===== src/rtl/mux2_rr_arbiter.sv =====
// Round-robin packet arbiter driving a shared 2:1 mux select.
// Registered output stage with a per-packet beat watchdog.
module mux2_rr_arbiter #(
  parameter int WIDTH    = 8,
  parameter int MAXBEATS = 16
) (
  input  logic             CK,
  input  logic             RN,
  input  logic             A_VALID,
  input  logic [WIDTH-1:0] A_DATA,
  input  logic             A_LAST,
  output logic             A_READY,
  input  logic             B_VALID,
  input  logic [WIDTH-1:0] B_DATA,
  input  logic             B_LAST,
  output logic             B_READY,
  output logic             Z_VALID,
  output logic [WIDTH-1:0] Z_DATA,
  output logic             Z_LAST,
  input  logic             Z_READY,
  output logic             S,
  output logic             BUSY,
  output logic             ERR
);

  typedef enum logic [1:0] {
    IDLE  = 2'd0,
    GNT_A = 2'd1,
    GNT_B = 2'd2
  } state_t;

  localparam logic [7:0] MAXB = 8'(MAXBEATS);

  state_t state_q, state_d;

  logic             z_valid_q, z_valid_d;
  logic [WIDTH-1:0] z_data_q, z_data_d;
  logic             z_last_q, z_last_d;
  logic             s_q, s_d;
  logic             err_q, err_d;
  logic [7:0]       cnt_q, cnt_d;
  logic             ptr_q, ptr_d;

  logic             space;
  logic             a_rdy;
  logic             b_rdy;
  logic             xfer;
  logic             in_last;
  logic [WIDTH-1:0] in_data;
  logic [7:0]       cnt_inc;
  logic             cnt_full;
  logic             eop;

  // ptr_q: 0 = A served last, 1 = B served last
  always_comb begin
    space    = !z_valid_q || Z_READY;
    a_rdy    = RN && (state_q == GNT_A) && space;
    b_rdy    = RN && (state_q == GNT_B) && space;
    xfer     = (A_VALID && a_rdy) || (B_VALID && b_rdy);
    in_data  = s_q ? B_DATA : A_DATA;
    in_last  = s_q ? B_LAST : A_LAST;
    cnt_inc  = cnt_q + 8'd1;
    cnt_full = (cnt_inc == MAXB);
    eop      = xfer && (in_last || cnt_full);
  end

  always_ff @(posedge CK) begin
    if (!RN) begin
      state_q <= IDLE;
    end else begin
      state_q <= state_d;
    end
  end

  always_comb begin
    state_d = state_q;
    unique case (state_q)
      IDLE: begin
        if (A_VALID && (!B_VALID || ptr_q)) begin
          state_d = GNT_A;
        end else if (B_VALID) begin
          state_d = GNT_B;
        end
      end
      GNT_A: begin
        if (eop) begin
          state_d = B_VALID ? GNT_B : IDLE;
        end
      end
      GNT_B: begin
        if (eop) begin
          state_d = A_VALID ? GNT_A : IDLE;
        end
      end
      default: state_d = IDLE;
    endcase
  end

  always_comb begin
    z_valid_d = z_valid_q;
    z_data_d  = z_data_q;
    z_last_d  = z_last_q;
    cnt_d     = cnt_q;
    ptr_d     = ptr_q;
    err_d     = err_q;
    s_d       = s_q;
    if (xfer) begin
      z_valid_d = 1'b1;
      z_data_d  = in_data;
      z_last_d  = in_last;
      cnt_d     = cnt_inc;
    end else if (Z_READY) begin
      z_valid_d = 1'b0;
    end
    if (eop) begin
      cnt_d = 8'd0;
      ptr_d = s_q;
    end
    if (xfer && cnt_full && !in_last) begin
      err_d = 1'b1;
    end
    // select follows the grant; it holds while idle
    unique case (1'b1)
      (state_d == GNT_A): s_d = 1'b0;
      (state_d == GNT_B): s_d = 1'b1;
      default:            s_d = s_q;
    endcase
  end

  always_ff @(posedge CK) begin
    if (!RN) begin
      z_valid_q <= 1'b0;
      z_data_q  <= '0;
      z_last_q  <= 1'b0;
      cnt_q     <= 8'd0;
      ptr_q     <= 1'b1;
      err_q     <= 1'b0;
      s_q       <= 1'b0;
    end else begin
      z_valid_q <= z_valid_d;
      z_data_q  <= z_data_d;
      z_last_q  <= z_last_d;
      cnt_q     <= cnt_d;
      ptr_q     <= ptr_d;
      err_q     <= err_d;
      s_q       <= s_d;
    end
  end

  always_comb begin
    A_READY = a_rdy;
    B_READY = b_rdy;
    Z_VALID = z_valid_q;
    Z_DATA  = z_data_q;
    Z_LAST  = z_last_q;
    S       = s_q;
    BUSY    = (state_q != IDLE);
    ERR     = err_q;
  end

endmodule


===== config.mk =====
export PLATFORM = sky130hd
export DESIGN_NAME = mux2_rr_arbiter
export DESIGN_NICKNAME = d
export VERILOG_FILES = /design/src/rtl/mux2_rr_arbiter.sv
export SDC_FILE = /design/constraint.sdc
export NUM_CORES = 1
export LEC_CHECK = 0
export CAP_MARGIN = 25
export CORE_MARGIN = 2
export CORE_UTILIZATION = 46
export DETAILED_ROUTE_END_ITERATION = 10
export PLACE_DENSITY = 0.78
export SLEW_MARGIN = 10
export SYNTH_ARGS = -nofsm -noshare
export SYNTH_HDL_FRONTEND = slang
export SYNTH_SLANG_ARGS = --single-unit

===== constraint.sdc =====
create_clock -name CK -period 3.46 [get_ports CK]
set_clock_uncertainty 0.1 [all_clocks]
set_input_delay 0.865 -clock CK [delete_from_list [all_inputs] [get_ports CK]]
set_output_delay 0.865 -clock CK [all_outputs]
set_load 0.02 [all_outputs]

==> results of run 1 <==
-- worst register-to-register path: cells and delay by family (launching register included) --
family | cells | cell delay (ns)
compound gates | 2 | 0.39
fa+ha+maj | 2 | 0.56
flops | 1 | 0.44
mux | 1 | 0.17
simple gates | 4 | 0.95
-- per-stage QoR --
| stage | instance area, sq um | power [mW] | hold slack (ns) | setup slack (ns) | utilization, % |
|---|---|---|---|---|---|
| finish | 1720 | 0.625 | 0.362 | 0.135 | 63.5 |
| global route | 1720 | 0.659 | 0.411 | 0.0338 | 63.5 |
| CTS | 1720 | 0.634 | 0.365 | 0.131 | 63.5 |
| detailed placement | 1700 | 0.505 | 0.348 | 0.0933 | 62.6 |
| global placement | 1700 | 0.501 | 0.345 | 0.135 | 62.6 |
| floorplan | 1290 | 0.425 | 0.382 | 0.594 | - |
-- kinds of logic after synthesis --
kind of cell | synth area share (%)
multiplexers | 10.3
adder cells (fa/ha/maj) | 2.92
XOR/XNOR | 6.81
AO/OA/AOI/OAI | 18.9
buffers and inverters | 2.33
flip-flops | 35.8
AND/OR/NAND/NOR | 23.0
-- state kept, by name, summed over array words and instances (netlist names) --
register	cells
ptr_q	1
Z_VALID	1
cnt_q	8
Z_LAST	1
Z_DATA	8
ERR	1
S	1
state_q	2
-- Yosys cell counts --
master,instances,area [sq um]
and2_2,1,7.51
a211oi_1,8,60.1
nor3_1,2,10.0
mux2_2,1,11.3
a21oi_1,5,25.0
o211ai_1,1,7.51
ha_1,3,37.5
or2_2,2,12.5
o31a_4,1,17.5
nor2_1,23,86.3
nand2_1,10,37.5
nand3_4,1,17.5
o2111ai_2,1,15.0
a31oi_1,1,6.26
o21a_1,3,22.5
o31ai_4,1,21.3
xnor2_1,6,52.6
mux2i_1,11,110
a31o_2,1,8.76
clkbuf_1,6,22.5
inv_1,2,7.51
nand3_2,1,10.0
o211a_2,1,10.0
mux2_1,1,11.3
o311ai_4,1,26.3
a31oi_2,1,12.5
xor2_1,4,35.0
o211a_1,1,10.0
and3_1,1,6.26
nand2b_1,3,18.8
or3_1,3,18.8
nor4_1,4,25.0
dfxtp_1,23,460
and3b_1,2,17.5
nand3_1,3,15.0
nor2b_1,2,12.5
-- worst paths after layout --
kind	start	end	slack, ns	depth (start not counted)
worst min-delay path	Z_LAST	Z_LAST	0.36	2
worst max register to register	cnt_q[0]	S	0.74	9
worst max-delay path	Z_READY	B_READY	0.14	5
worst min register to register	Z_LAST	Z_LAST	0.36	2
-- metal layers --
layer | part of all wire [%] | routed length, microns | vias up | GRT usage [%]
met2 | 47 | 1220 | 30 | 30.0
met4 | 2.0 | 51 | 0 | 9.30
met5 | 0 | 0 | - | 0
li1 | - | - | 583 | -
met1 | 44 | 1160 | 499 | 20.8
met3 | 7.1 | 185 | 4 | 5.30
-- layout make-up --
cell class                 count  area (sq um)
fill                         246           988
multi-input combinational    110           796
sequential                    23           460
timing repair buffer          40           393
tap                           31          38.8
clock buffer                   4          26.3
inverter                       2          7.51
-- report_power, final --
part	leakage [nW]	switching, mW	total, mW	internal, mW
clock network	0.0150	0.0818	0.127	0.0451
logic	0.393	0.0855	0.191	0.106
registers	0.187	0.0233	0.307	0.284
total	0.594	0.191	0.625	0.435
==> impl_results.md, run 1 <==
* Post-route insts no fill at 210
* Final Cycle Share at 96.1%
* Clk_lat worst skew at 0.31 ns
* CP Cell Sequence: clkdlybuf4s50_1, nand2b_1, nand2_1, nor3_1, clkdlybuf4s50_1
* Post-CTS setup buffer count at 0
* Setup Crit Path Kind: input pin to output port
* Global route overflow at 0
* Final Hold Fails at 0
* Drt via density at 5.31
* Vias at 1116
* Slowest stage delay, CP at ~0.63 ns
* Min cycle time layout at approximately 3.3 ns
* Most common cell after layout, fill and taps aside: clkdlybuf4s50_1
* Worst Path Required at 2.49 ns
* Syn Std Cell Area at 1290 sq um
* Area grow syn2layout at 33.9%
* FP Rows at 19
* Max Cap Viol at 0
* Setup TNS at 0 ns
* Initial Util at 47.5%
* DIE WIDTH at roughly 57 microns
* RSZ-0062 raised after global routing: no
* Clock Sinks at 23
* Commonest cells after routing, fill and taps aside: clkdlybuf4s50_1, dfxtp_1, nor2_1
* Syn_area_per_cell at just over 9 sq um
* Initial antenna violation count at 0
* Total GRT Usage at 18.1%
* Crit path top cell by count: clkdlybuf4s50_1
* First-pass GRT wire length at 4550 microns
* Flip-flop and latch count after synthesis at 23
* Pin count of the biggest net entering global routing at 21
* Status: finished clean
* Die H at 56.9 microns
* CTS clock-pin slew for the worst setup and hold paths at 0.12 ns
* Core Area at 2710 sq um
* Rel. slew slack at 60.8%
* DRC Markers at 0
* Hold-fix buffers, CTS at 0
* Layout Nets at approximately 210
* First-pass DRT Iterations at 3
* Critical Path Start Type: input pin
* Initial DRC count at 8
* Post-Synthesis Cells at 141
* Crit-path max FO at 6
* Peak supply drop at ~0.00023 V
* Distinct cells, synth at 36
* Worst Path Arrival at 2.36 ns
* Final Slew Violations at 0
* Clk buf depth at 2
* Antenna Nets Post-Route at 0
* Root cell of the clock tree: clkbuf_4
* TritonCTS clock tree: done
* Vias in the first global route at 1078
* CP Capture Type: output port
* Port bufs at 37
* Gpl congestion at 0.799
* Combined buffer and inverter count along the critical path at 2
* Static Leak at 0.594 nW
* Sequential share of the synthesized area at a little over a third
* Syn Nets at 167
* Power Density at 363 nW/um^2
* Resized Gates After CTS at 0
* Die ar. at 3240 sq um
* Slowest-stage cell, CP: clkdlybuf4s50_1
* IO Pins at 38
* Setup violators final at 0
* CP delay by family, top: buffers and inverters
* Worst Hold Class: flop to flop
* Highest Clock Rate at 0.301 GHz
* Synth warn at 0
* Antenna fix cells at 0
* DP HPWL at 2000 microns
* Post-Route WL at 2620 microns
* Placed cells at just over 200
* Worst-margin pin slew at 0.587 ns
* Clock buffer count from CTS at 3
* Wire per inst at 12.5 microns
* H-tree levels at 1
* Share of cells above drive strength 1 at a little over a tenth
Power figures use the tool's default switching activity.
==> run 2, diff against run 1 <==
--- a/config.mk
+++ b/config.mk
@@ -10,7 +10,7 @@
 export CORE_UTILIZATION = 46
 export DETAILED_ROUTE_END_ITERATION = 10
 export PLACE_DENSITY = 0.78
-export SLEW_MARGIN = 10
+export SLEW_MARGIN = 5
 export SYNTH_ARGS = -nofsm -noshare
 export SYNTH_HDL_FRONTEND = slang
 export SYNTH_SLANG_ARGS = --single-unit
==> results of run 2 <==
No change in the layout: final DEF, timing and power equal those of run 1.
==> run 3, diff against run 2 <==
--- a/config.mk
+++ b/config.mk
@@ -10,6 +10,7 @@
 export CORE_UTILIZATION = 46
 export DETAILED_ROUTE_END_ITERATION = 10
 export PLACE_DENSITY = 0.78
+export SETUP_SLACK_MARGIN = 0.2
 export SLEW_MARGIN = 5
 export SYNTH_ARGS = -nofsm -noshare
 export SYNTH_HDL_FRONTEND = slang
==> impl_results.md, run 3 (same netlist as run 1, synthesis figures left out) <==
* Clk_lat worst skew at 0.31 ns (about the same)
* Antenna Nets Post-Route at 0 (unchanged)
* Rel. slew slack at 60.3% (-0.53 points)
* Slowest-stage cell, CP: clkdlybuf4s50_1
* CTS clock-pin slew for the worst setup and hold paths at 0.12 ns (about the same)
* RSZ-0062 raised after global routing: no
* Highest Clock Rate at 0.329 GHz (+9.4%)
* First-pass GRT wire length at 4560 microns (+0.29%)
* GR Util met3 at 5.30% (unchanged)
* Port bufs at 37 (unchanged)
* Min cycle time layout at 3.04 ns (-0.287 ns)
* Busiest grt layer: met2
* Layout Nets at 206 (unchanged)
* Antenna fix cells at 0 (unchanged)
* Gpl congestion at 0.799 (unchanged)
* TritonCTS clock tree: done
* Setup TNS at 0 ns (unchanged)
* Drt via density at 5.32 (about the same)
* First-pass DRT Iterations at 4 (+1)
* Initial antenna violation count at 0 (unchanged)
* Root cell of the clock tree: clkbuf_4
* Met1 Usage GRT at 20.8% (unchanged)
* Critical Path Start Type: input pin
* Worst-margin pin slew at 0.595 ns (+0.00788 ns)
* Worst Path Required at 2.49 ns (about the same)
* Initial Util at 47.5% (unchanged)
* Setup violators final at 0 (unchanged)
* Worst Path Arrival at 2.07 ns (-0.29 ns)
* Static Leak at 0.603 nW (+1.5%)
* Clock Sinks at 23 (unchanged)
* IO Pins at 38 (unchanged)
* Die ar. at 3240 sq um (unchanged)
* DP HPWL at 2000 microns (unchanged)
* FP Rows at 19 (unchanged)
* DIE WIDTH at 56.9 microns (unchanged)
* Hold-fix buffers, CTS at 0 (unchanged)
* Crit-path max FO at 6 (unchanged)
* Post-Route WL at 2620 microns (about the same)
* Wire per inst at 12.5 microns (about the same)
* Initial DRC count at 8 (unchanged)
* CP Cell Sequence: clkdlybuf4s50_1, nand2b_1, nand2_1, nor3_1, dlygate4sd2_1
* Final Slew Violations at 0 (unchanged)
* Slowest stage delay, CP at 0.44 ns (-0.19 ns)
* Final Cycle Share at 87.8% (-8.3 points)
* Final Hold Fails at 0 (unchanged)
* Pin count of the biggest net entering global routing at 21 (unchanged)
* Area grow syn2layout at 33.7%
* Peak supply drop at 0.000232 V (-0.42%)
* Core Area at 2710 sq um (unchanged)
* Fillers at 243 (-1.2%)
* Commonest cells after routing, fill and taps aside: clkdlybuf4s50_1, dfxtp_1, nor2_1
* CP Capture Type: output port
* Clock buffer count from CTS at 3 (unchanged)
* Vias at 1117 (+0.090%)
* Total GRT Usage at 18.1% (+0.048 points)
* Most common cell after layout, fill and taps aside: clkdlybuf4s50_1
* Overall power at 0.624 mW (-0.18%)
* M2 GR Usage at 30.2% (+0.16 points)
* Die H at 56.9 microns (unchanged)
* Setup Crit Path Kind: input pin to output port
* DRC Markers at 0 (unchanged)
* Clk buf depth at 2 (unchanged)
* Power Density at 363 nW/um^2 (about the same)
* Share of cells above drive strength 1 at 10.6% (unchanged)
* Global route overflow at 0 (unchanged)
* Vias in the first global route at 1084 (+0.56%)
* Status: finished clean
* Worst Hold Class: flop to flop
* H-tree levels at 1 (unchanged)
* Max Cap Viol at 0 (unchanged)
run 3: cell count changes in the layout (fill, tap and decap cells not counted):
cell,change
dlygate4sd2_1,+2
clkdlybuf4s50_1,-2
run 3: power breakdown:
group / switching [mW] / internal [mW]
Combinational: 0.0853 / 0.104
Sequential: 0.0233 / 0.284
Clock: 0.0823 / 0.0451
Total: 0.191 / 0.433
run 3: path summary, 6_finish.rpt:
kind	slack, ns	startpoint	end	depth (start not counted)
max	0.42	Z_READY	B_READY	5
min	0.36	Z_LAST	Z_LAST	2
max reg2reg	0.75	cnt_q[0]	S	9
min reg2reg	0.36	Z_LAST	Z_LAST	2
run 3: final cells by class:
type	count	area [sq um]	area share [%]
Clock buffer	4	26.3	1.53
Inverter	2	7.51	0.437
Multi-Input combinational cell	110	796	46.3
Sequential cell	23	460	26.8
Tap cell	31	38.8	2.26
Timing Repair Buffer	40	390	22.7
run 3: layer usage:
layer / vias to the layer above / routed length [microns]
met5: - / 0
met4: 0 / 51
li1: 584 / -
met3: 4 / 185
met2: 30 / 1220
met1: 499 / 1160
run 3: metrics by stage:
stage | cell area (sq um) | util, % | std cells | setup WS, ns | hold WS, ns
5_1_grt | 1720 | 63.4 | 210 | 0.301 | 0.411
3_5_place_dp | 1700 | 62.6 | 206 | 0.0933 | 0.348
2_1_floorplan | 1290 | - | 141 | 0.594 | 0.382
3_3_place_gp | 1700 | 62.6 | 206 | 0.135 | 0.345
4_1_cts | 1720 | 63.4 | 210 | 0.419 | 0.365
6_report | 1720 | 63.4 | 210 | 0.422 | 0.362
run 3: timing repair:
item,in CTS,in global routing
buffers inserted,0,0
gates resized for setup,2,0
setup endpoints to repair,2,0
run 3: critical path: cells and delay by family:
family                 cells  cell delay, ns
and+or+nand+nor            3            0.42
buffers and inverters      2            0.79
